<file path="config.mk">
export PLATFORM = sky130hd
export DESIGN_NAME = pipeline_hazard_ctrl
export DESIGN_NICKNAME = d
export VERILOG_FILES = /design/src/rtl/pipeline_pkg.sv /design/src/rtl/pipeline_hazard_ctrl_mem_wait_fsm.sv /design/src/rtl/pipeline_hazard_ctrl.sv
export SDC_FILE = /design/constraint.sdc
export NUM_CORES = 1
export LEC_CHECK = 0
export ABC_CLOCK_PERIOD_IN_PS = 2600
export CORE_ASPECT_RATIO = 1.4
export CORE_UTILIZATION = 40
export DETAILED_ROUTE_END_ITERATION = 6
export PLACE_DENSITY = 0.78
export SYNTH_ARGS = -nofsm -noshare
export SYNTH_HDL_FRONTEND = slang
export SYNTH_SLANG_ARGS = --single-unit
</file>
<file path="constraint.sdc">
create_clock -name clk -period 2.6 [get_ports clk]
set_input_delay 0.26 -clock clk [delete_from_list [all_inputs] [get_ports clk]]
set_output_delay 0.26 -clock clk [all_outputs]
set_load 0.1 [all_outputs]
</file>
<file path="src/rtl/pipeline_pkg.sv">
// Shared types and widths for the pipeline hazard/stall control slice.
package pipeline_pkg;
  localparam int REG_IDX_W   = 4;
  localparam int STALL_CNT_W = 32;

  typedef enum logic [1:0] {
    IDLE = 2'd0,
    BUSY = 2'd1,
    DONE = 2'd2
  } mem_state_t;
endpackage

</file>
<file path="src/rtl/pipeline_hazard_ctrl_mem_wait_fsm.sv">
// SRAM wait-state sequencer: freezes the pipeline for MEM_LATENCY cycles per access,
// then flags data valid for one cycle; the still-high mem_req in DONE never retriggers.
module mem_wait_fsm
  import pipeline_pkg::*;
#(
  parameter int MEM_LATENCY = 4
) (
  input  logic clk,
  input  logic rst,
  input  logic mem_req,
  output logic mem_freeze,
  output logic mem_start,
  output logic mem_done
);
  localparam logic [3:0] LAT_M1 = 4'(MEM_LATENCY - 1);

  mem_state_t r_state;
  logic [3:0] r_cnt;

  always_ff @(posedge clk or posedge rst) begin
    if (rst) begin
      r_state <= IDLE;
      r_cnt   <= 4'd0;
    end else begin
      case (r_state)
        IDLE: begin
          if (mem_req) begin
            r_cnt   <= LAT_M1;
            r_state <= (MEM_LATENCY == 1) ? DONE : BUSY;
          end
        end
        BUSY: begin
          r_cnt <= r_cnt - 4'd1;
          if (r_cnt == 4'd1) r_state <= DONE;
        end
        DONE:    r_state <= IDLE;
        default: r_state <= IDLE;
      endcase
    end
  end

  // Start is gated by rst so a request held through reset does not pulse early.
  assign mem_start  = ~rst & (r_state == IDLE) & mem_req;
  assign mem_freeze = mem_start | (~rst & (r_state == BUSY));
  assign mem_done   = ~rst & (r_state == DONE);
endmodule

</file>
<file path="src/rtl/pipeline_hazard_ctrl.sv">
// Central stall/flush controller: RAW hazard detect, taken-branch flush, SRAM freeze.
// Controls are combinational from current inputs and FSM state; stall_count saturates.
module pipeline_hazard_ctrl
  import pipeline_pkg::*;
#(
  parameter int MEM_LATENCY = 4,
  parameter bit FWD_EN      = 1'b1,
  parameter int CNT_W       = STALL_CNT_W
) (
  input  logic                 clk,
  input  logic                 rst,
  input  logic [REG_IDX_W-1:0] id_src1,
  input  logic                 id_src1_valid,
  input  logic [REG_IDX_W-1:0] id_src2,
  input  logic                 id_two_src,
  input  logic [REG_IDX_W-1:0] ex_rd,
  input  logic                 ex_wb_en,
  input  logic                 ex_mem_read,
  input  logic [REG_IDX_W-1:0] mem_rd,
  input  logic                 mem_wb_en,
  input  logic                 ex_branch_taken,
  input  logic                 mem_req,
  input  logic                 stat_clr,
  output logic                 stall_front,
  output logic                 flush_if_id,
  output logic                 bubble_id_ex,
  output logic                 mem_freeze,
  output logic                 mem_start,
  output logic                 mem_done,
  output logic [CNT_W-1:0]     stall_count
);
  logic w_m1, w_m2, w_m3, w_m4, w_hz, w_freeze;
  logic w_stall_front, w_flush_if_id, w_bubble_id_ex;
  logic [CNT_W-1:0] r_stall_count;

  mem_wait_fsm #(.MEM_LATENCY(MEM_LATENCY)) u_mem_fsm (
    .clk        (clk),
    .rst        (rst),
    .mem_req    (mem_req),
    .mem_freeze (w_freeze),
    .mem_start  (mem_start),
    .mem_done   (mem_done)
  );

  assign w_m1 = id_src1_valid & ex_wb_en  & (ex_rd  == id_src1);
  assign w_m2 = id_two_src    & ex_wb_en  & (ex_rd  == id_src2);
  assign w_m3 = id_src1_valid & mem_wb_en & (mem_rd == id_src1);
  assign w_m4 = id_two_src    & mem_wb_en & (mem_rd == id_src2);

  // With forwarding only a load in EX cannot be bypassed in time.
  assign w_hz = FWD_EN ? (ex_mem_read & (w_m1 | w_m2)) : (w_m1 | w_m2 | w_m3 | w_m4);

  // A freeze holds a taken branch in ID/EX, so its flush simply waits for the thaw.
  always_comb begin
    w_stall_front  = 1'b0;
    w_flush_if_id  = 1'b0;
    w_bubble_id_ex = 1'b0;
    if (!rst) begin
      if (w_freeze) begin
        w_stall_front = 1'b1;
      end else if (ex_branch_taken) begin
        w_flush_if_id  = 1'b1;
        w_bubble_id_ex = 1'b1;
      end else if (w_hz) begin
        w_stall_front  = 1'b1;
        w_bubble_id_ex = 1'b1;
      end
    end
  end

  always_ff @(posedge clk or posedge rst) begin
    if (rst) begin
      r_stall_count <= '0;
    end else if (stat_clr) begin
      r_stall_count <= '0;
    end else if (w_stall_front && (r_stall_count != '1)) begin
      r_stall_count <= r_stall_count + CNT_W'(1);
    end
  end

  assign stall_front  = w_stall_front;
  assign flush_if_id  = w_flush_if_id;
  assign bubble_id_ex = w_bubble_id_ex;
  assign mem_freeze   = w_freeze;
  assign stall_count  = r_stall_count;
endmodule

</file>
* Word level (Yosys, flattened, before mapping)
Index checks and enable logic that the tools add are counted.
** Word-level totals
- Register bits :: 38
- Input port bits :: 26
- Output and inout bits :: 38
- Logic and storage cells :: 48
** Cells by class
- Add/subtract/negate cells :: 2
- Equal/unequal tests :: 8
- Muxes and demuxes :: 17
- Bitwise logic cells :: 12
- Reductions and logical operators :: 6
** Operator list (count)
- two-way mux 32 bit :: 2
- adder 32 x 1 -> 32 bit (second input constant) :: 1
- != test 32 bit (second input constant) :: 1
- two-way mux 1 bit :: 10
- bitwise AND 1 bit :: 9
- equality test 4 bit :: 2
- case mux 4 bit (2 select lines) :: 1
- equality test 4 x 1 -> 1 bit (second input constant) :: 1
- two-way mux 2 bit :: 2
- two-way mux 4 bit :: 1
- case mux 2 bit (2 select lines) :: 1
- AND reduction 2 bit :: 2
- nonzero test 2 bit :: 2
- subtractor 4 x 1 -> 4 bit (second input constant) :: 1
- equality test 2 x 1 -> 1 bit (second input constant) :: 1
- equality test 2 bit (second input constant) :: 1
- logical NOT 2 bit :: 1
- != test 2 x 1 -> 1 bit (second input constant) :: 1
- != test 2 bit (second input constant) :: 1
- OR 1 bit :: 2
- logical AND 1 bit :: 1
- inverter 1 bit :: 1

* Depth between registers and ports, before layout
- Depth in word-level cells :: 11
- Gate-level depth with buffers :: 9

* Modules after synthesis
From an unflattened synthesis, not the netlist that was laid out.
** Unflattened totals
- Cells, all modules :: 269
- Area total of the unflattened synthesis :: 2562.5 um^2
** By module, submodules not included
- pipeline_hazard_ctrl :: instances 1, cells an instance 237, area an instance 2234.6 um^2
- mem_wait_fsm :: instances 1, cells an instance 32, area an instance 327.8 um^2

* Least setup slack after synthesis
OpenSTA, ideal clock, no wires.
- Path kind :: reg2out
- Start point :: reg u_mem_fsm.r_state[0]
- End point :: out mem_start
- Arrival :: 3.645 ns
- Data required time :: 2.340 ns
- Slack :: -1.305 ns
- Stages on the path, launching flop included :: 3
- Path buffers :: 1
- Cells stage by stage :: dfrtp_1 buf_2 nor4b_1
** Between the ends
- Longest elaborated chain between the ends :: 3
** RTL lines
- start, declared :: RTL line pipeline_hazard_ctrl_mem_wait_fsm.sv:17 : mem_state_t r_state;
- start signal, assigned :: RTL line pipeline_hazard_ctrl_mem_wait_fsm.sv:29 : r_state <= (MEM_LATENCY == 1) ? DONE : BUSY;
- logical NOT 2 bit :: RTL line pipeline_hazard_ctrl_mem_wait_fsm.sv:43 : assign mem_start = ~rst & (r_state == IDLE) & mem_req;
- bitwise AND 1 bit (2 in a row) :: RTL line pipeline_hazard_ctrl_mem_wait_fsm.sv:43
- end, declared :: RTL line pipeline_hazard_ctrl.sv:28 : output logic mem_start,
No other way between the ends.

* Worst setup path in the final report
- Start point :: reg r_stall_count[0] (netlist: stall_count[0])
- End point :: reg r_stall_count[26] (netlist: stall_count[26])
** Between the ends
- Longest elaborated chain between the ends :: 3
- Elaborated cells on any way between the ends :: 6
- Classes of those cells :: add/sub (1); eq/ne (1); mux (2); reduce/logical (2)
** RTL lines
- start, declared :: RTL line pipeline_hazard_ctrl.sv:34 : logic [CNT_W-1:0] r_stall_count;
- start signal, assigned :: RTL line pipeline_hazard_ctrl.sv:77 : r_stall_count <= r_stall_count + CNT_W'(1);
- adder 32 x 1 -> 32 bit / != test 32 bit (equally long branches) :: RTL line pipeline_hazard_ctrl.sv:77, pipeline_hazard_ctrl.sv:76
- two-way mux 32 bit / logical AND 1 bit (equally long branches) :: RTL line pipeline_hazard_ctrl.sv:76 : end else if (w_stall_front && (r_stall_count != '1)) begin
- two-way mux 32 bit / nonzero test 2 bit (equally long branches)
Parallel ways exist; a longest one is shown, timed or not. The select of a mux whose other input is x is not followed.
A chain may end at the register's enable or synchronous reset.

==> flow_metrics.env <==
export IMPL_status="finished clean"
export IMPL_synth_xor_area_share=0.0514
export IMPL_cp_start_kind="flop"
export IMPL_initial_utilization=0.423
export IMPL_ys_types=40
export IMPL_synthSimpleGateAreaFrac=0.278
export IMPL_synth_compound_area_frac=0.171
export IMPL_io_buffers=58
export IMPL_p_per_area_nw_per_um2=589
export IMPL_remaining_drc_errors=0
export IMPL_layout_cells_non_filler=375
export IMPL_utilization=0.570
export IMPL_finalSetupViolations=0
export IMPL_numCtsBuffers=5
export IMPL_maxCapViolCount=0
export IMPL_synthesis_nets=271
export IMPL_synth_adder_area_share=0.0169
export IMPL_dieArea_sq_um=5850
export IMPL_clk_pin_slew_worst_paths_ns=0.07
export IMPL_cts_tree="built"
export IMPL_nets=337
export IMPL_power_leakage_nw=1.26
export IMPL_r2r_setup_slack_ns=0.25
export IMPL_path_max_fanout=5
export IMPL_skew_ns=0.00525
export IMPL_die_w_um=64.9
export IMPL_ir_drop_mv=0.490
export IMPL_cts_max_level=2
export IMPL_crit_arrival_ns=2.58
export IMPL_nFillCells=506
export IMPL_ant_nets=0
export IMPL_fin_crit_sh=0.903
export IMPL_die_h_um=90.1
export IMPL_root_buffer="clkbuf_8"
export IMPL_core_area_sq_um=5240
export IMPL_syn_inst=242
export IMPL_timing_rr_start="stall_count[0]"
export IMPL_global_route_usage_total=0.203
export IMPL_ys_seq_area_frac=0.429
export IMPL_cts_buffer_depth=2
export IMPL_setup_ws_ns=0.252
export IMPL_netlist_area_sq_um=2220
export IMPL_hold_viol_final=0
export IMPL_via_per_inst=5.67
export IMPL_yosys_warnings=0
export IMPL_worstPathRequired_ns=2.83
export IMPL_end_kind="flop"
export IMPL_placed_cell_area_sq_um=2890
export IMPL_slew_violations=0
export IMPL_place_ws_ns=-0.0305
export IMPL_grt_pass1_vias=2068
export IMPL_grt_max_degree=39
export IMPL_postCtsSetupRepairBufs=0
export IMPL_rows=31
export IMPL_drive_gt1_frac=0.249
export IMPL_drt_iter0_drc=181
export IMPL_grt_setup_unrepaired="no"
export IMPL_relSlewSlack=0.619
export IMPL_avgSynthCellArea_sq_um=9.16
export IMPL_dp_hpwl_um=4070
export IMPL_muxShareOfSynthArea=0.0198
export IMPL_cp_startpoint="stall_count[0]"
export IMPL_gr_total_overflow=0
export IMPL_async_flop_share=1.00
export IMPL_hold_ws_ns=0.538
export IMPL_vias=2127
export IMPL_grt_pass1_wl_um=9440
export IMPL_synth_edf_count=0
export IMPL_tightest_slew_ns=0.569
export IMPL_placed_cells=367
export IMPL_routabilityCongestion=0.762
export IMPL_max_freq_mhz=426
export IMPL_endpoint="stall_count[26]"
export IMPL_min_path_type="flop to flop"
export IMPL_area_growth_pct=34.8
export IMPL_cts_sinks=38
export IMPL_wl_um=5460
export IMPL_worst_r2r_cell_count=7
export IMPL_ioPinCount=64
export IMPL_cts_resized=0
export IMPL_synth_top_family_by_area="simple AND/OR/NAND/NOR gates"
export IMPL_finalInstanceArea_sq_um=2990
export IMPL_crit_type="flop to flop"
export IMPL_synth_seq_cells=38
export IMPL_dr_pass1_iters=4
export IMPL_antenna_found_initial=0
export IMPL_period_needed_ns=2.35
export IMPL_hold_buffers=0
export IMPL_timing_rr_end="stall_count[26]"
export IMPL_clk_latency_ns=0.30
export IMPL_wl_per_cell_um=14.6
export IMPL_antennaDiodeCount=0
export IMPL_ys_flop_type="dfrtp_1"
worst min-delay path by stage:
stage | startpoint | endpoint | slack, ns | cells past startpoint
after floorplan | rst | stall_count[10] | 0.46 | 1
after global placement | u_mem_fsm.r_cnt[0] | u_mem_fsm.r_cnt[0] | 0.53 | 1
after detailed placement | u_mem_fsm.r_cnt[0] | u_mem_fsm.r_cnt[0] | 0.53 | 1
final | u_mem_fsm.r_cnt[0] | u_mem_fsm.r_cnt[0] | 0.54 | 1
after global routing | u_mem_fsm.r_cnt[0] | u_mem_fsm.r_cnt[0] | 0.58 | 1
after CTS | u_mem_fsm.r_cnt[0] | u_mem_fsm.r_cnt[0] | 0.54 | 1
cell usage after synthesis, types with 5 or more instances:
cell      count  area share
nand2_1      11       0.019
clkbuf_1      6       0.010
inv_1         5      0.0085
nand4_1      10       0.028
and3_1       10       0.028
o31ai_1       6       0.020
xnor2_1       6       0.024
o21ai_0      21       0.047
or3_1        20       0.056
nor2_1       14       0.024
nand3_1      13       0.029
or4_1         7       0.024
xor2_1        7       0.028
a21oi_1      23       0.052
dfrtp_1      38        0.43
stage by stage:
| stage | power, W | TNS, ns |
|---|---|---|
| after global placement | 0.00134 | 0 |
| after global routing | 0.00186 | 0 |
| after detailed placement | 0.00135 | -0.0617 |
| final | 0.00176 | 0 |
| after floorplan | 0.00116 | 0 |
| after CTS | 0.00177 | 0 |
critical path, stage by stage (launching register included):
cell and delay [ns]:
dfrtp_2 0.42, ha_1 0.24, nand4_1 0.19, or3_1 0.51
nor3b_2 0.24, o21ai_0 0.19, or4_1 0.43, nand2_1 0.08
sequential cells by signal, summed over array words and instances, names as in the netlist:
register	count
u_mem_fsm.r_cnt	4
u_mem_fsm.r_state	2
stall_count	32
placed cells by master (no fill, tap or decap), types with 2 or more instances in the layout:
cell             count
xor2_1               7
dfrtp_2              7
inv_1                5
ha_1                 3
clkbuf_8             6
xnor2_1              6
dfrtp_1             31
buf_4               46
nor4_1               2
nor2_1              14
nand3_1             13
nand2_1             11
o21ai_0             21
a22o_1               2
nor3_1               3
o211ai_1             3
or2_2                2
or4_1                7
mux2_2               3
nor2b_1              4
nand4_1             10
buf_12               4
a21oi_1             23
and3_1              10
and4_1               4
clkdlybuf4s50_1     20
or3_1               20
o31ai_1              6
area by class of cell:
cell class              instances  area, sq um  share of cell area
multi-input cells             188         1210               0.405
flip-flops and latches         38          960               0.321
repair buffers                 70          626               0.209
clock buffers                   7         86.3              0.0289
well taps                      66         82.6              0.0276
inverters                       5         18.8             0.00628
clock inverters                 1         5.00             0.00168
cells by family after synthesis:
group,count (synthesis)
and+or+nand+nor,106
muxes,4
xor gates and xnor gates,13
DFF,38
adders and majority gates,3
AOI/OAI and AO/OA,62
buffers and inverters,16
power by group:
group / total [W] / internal (W) / leakage (nW) / switching (W)
Sequential: 0.000706 / 0.000644 / 0.507 / 0.0000615
Clock: 0.000423 / 0.000214 / 0.0482 / 0.000209
Combinational: 0.000630 / 0.000237 / 0.705 / 0.000393
Total: 0.00176 / 0.00110 / 1.26 / 0.000663
routing by layer:
| metal | part of all wire | up-vias | global-route usage |
|---|---|---|---|
| met5 | 0 | - | 0 |
| met4 | 0.013 | 0 | 0.0630 |
| met3 | 0.033 | 7 | 0.0431 |
| met2 | 0.55 | 34 | 0.366 |
| met1 | 0.41 | 1046 | 0.230 |
| li1 | - | 1040 | - |
No activity file was read; power rests on OpenSTA's default activity.
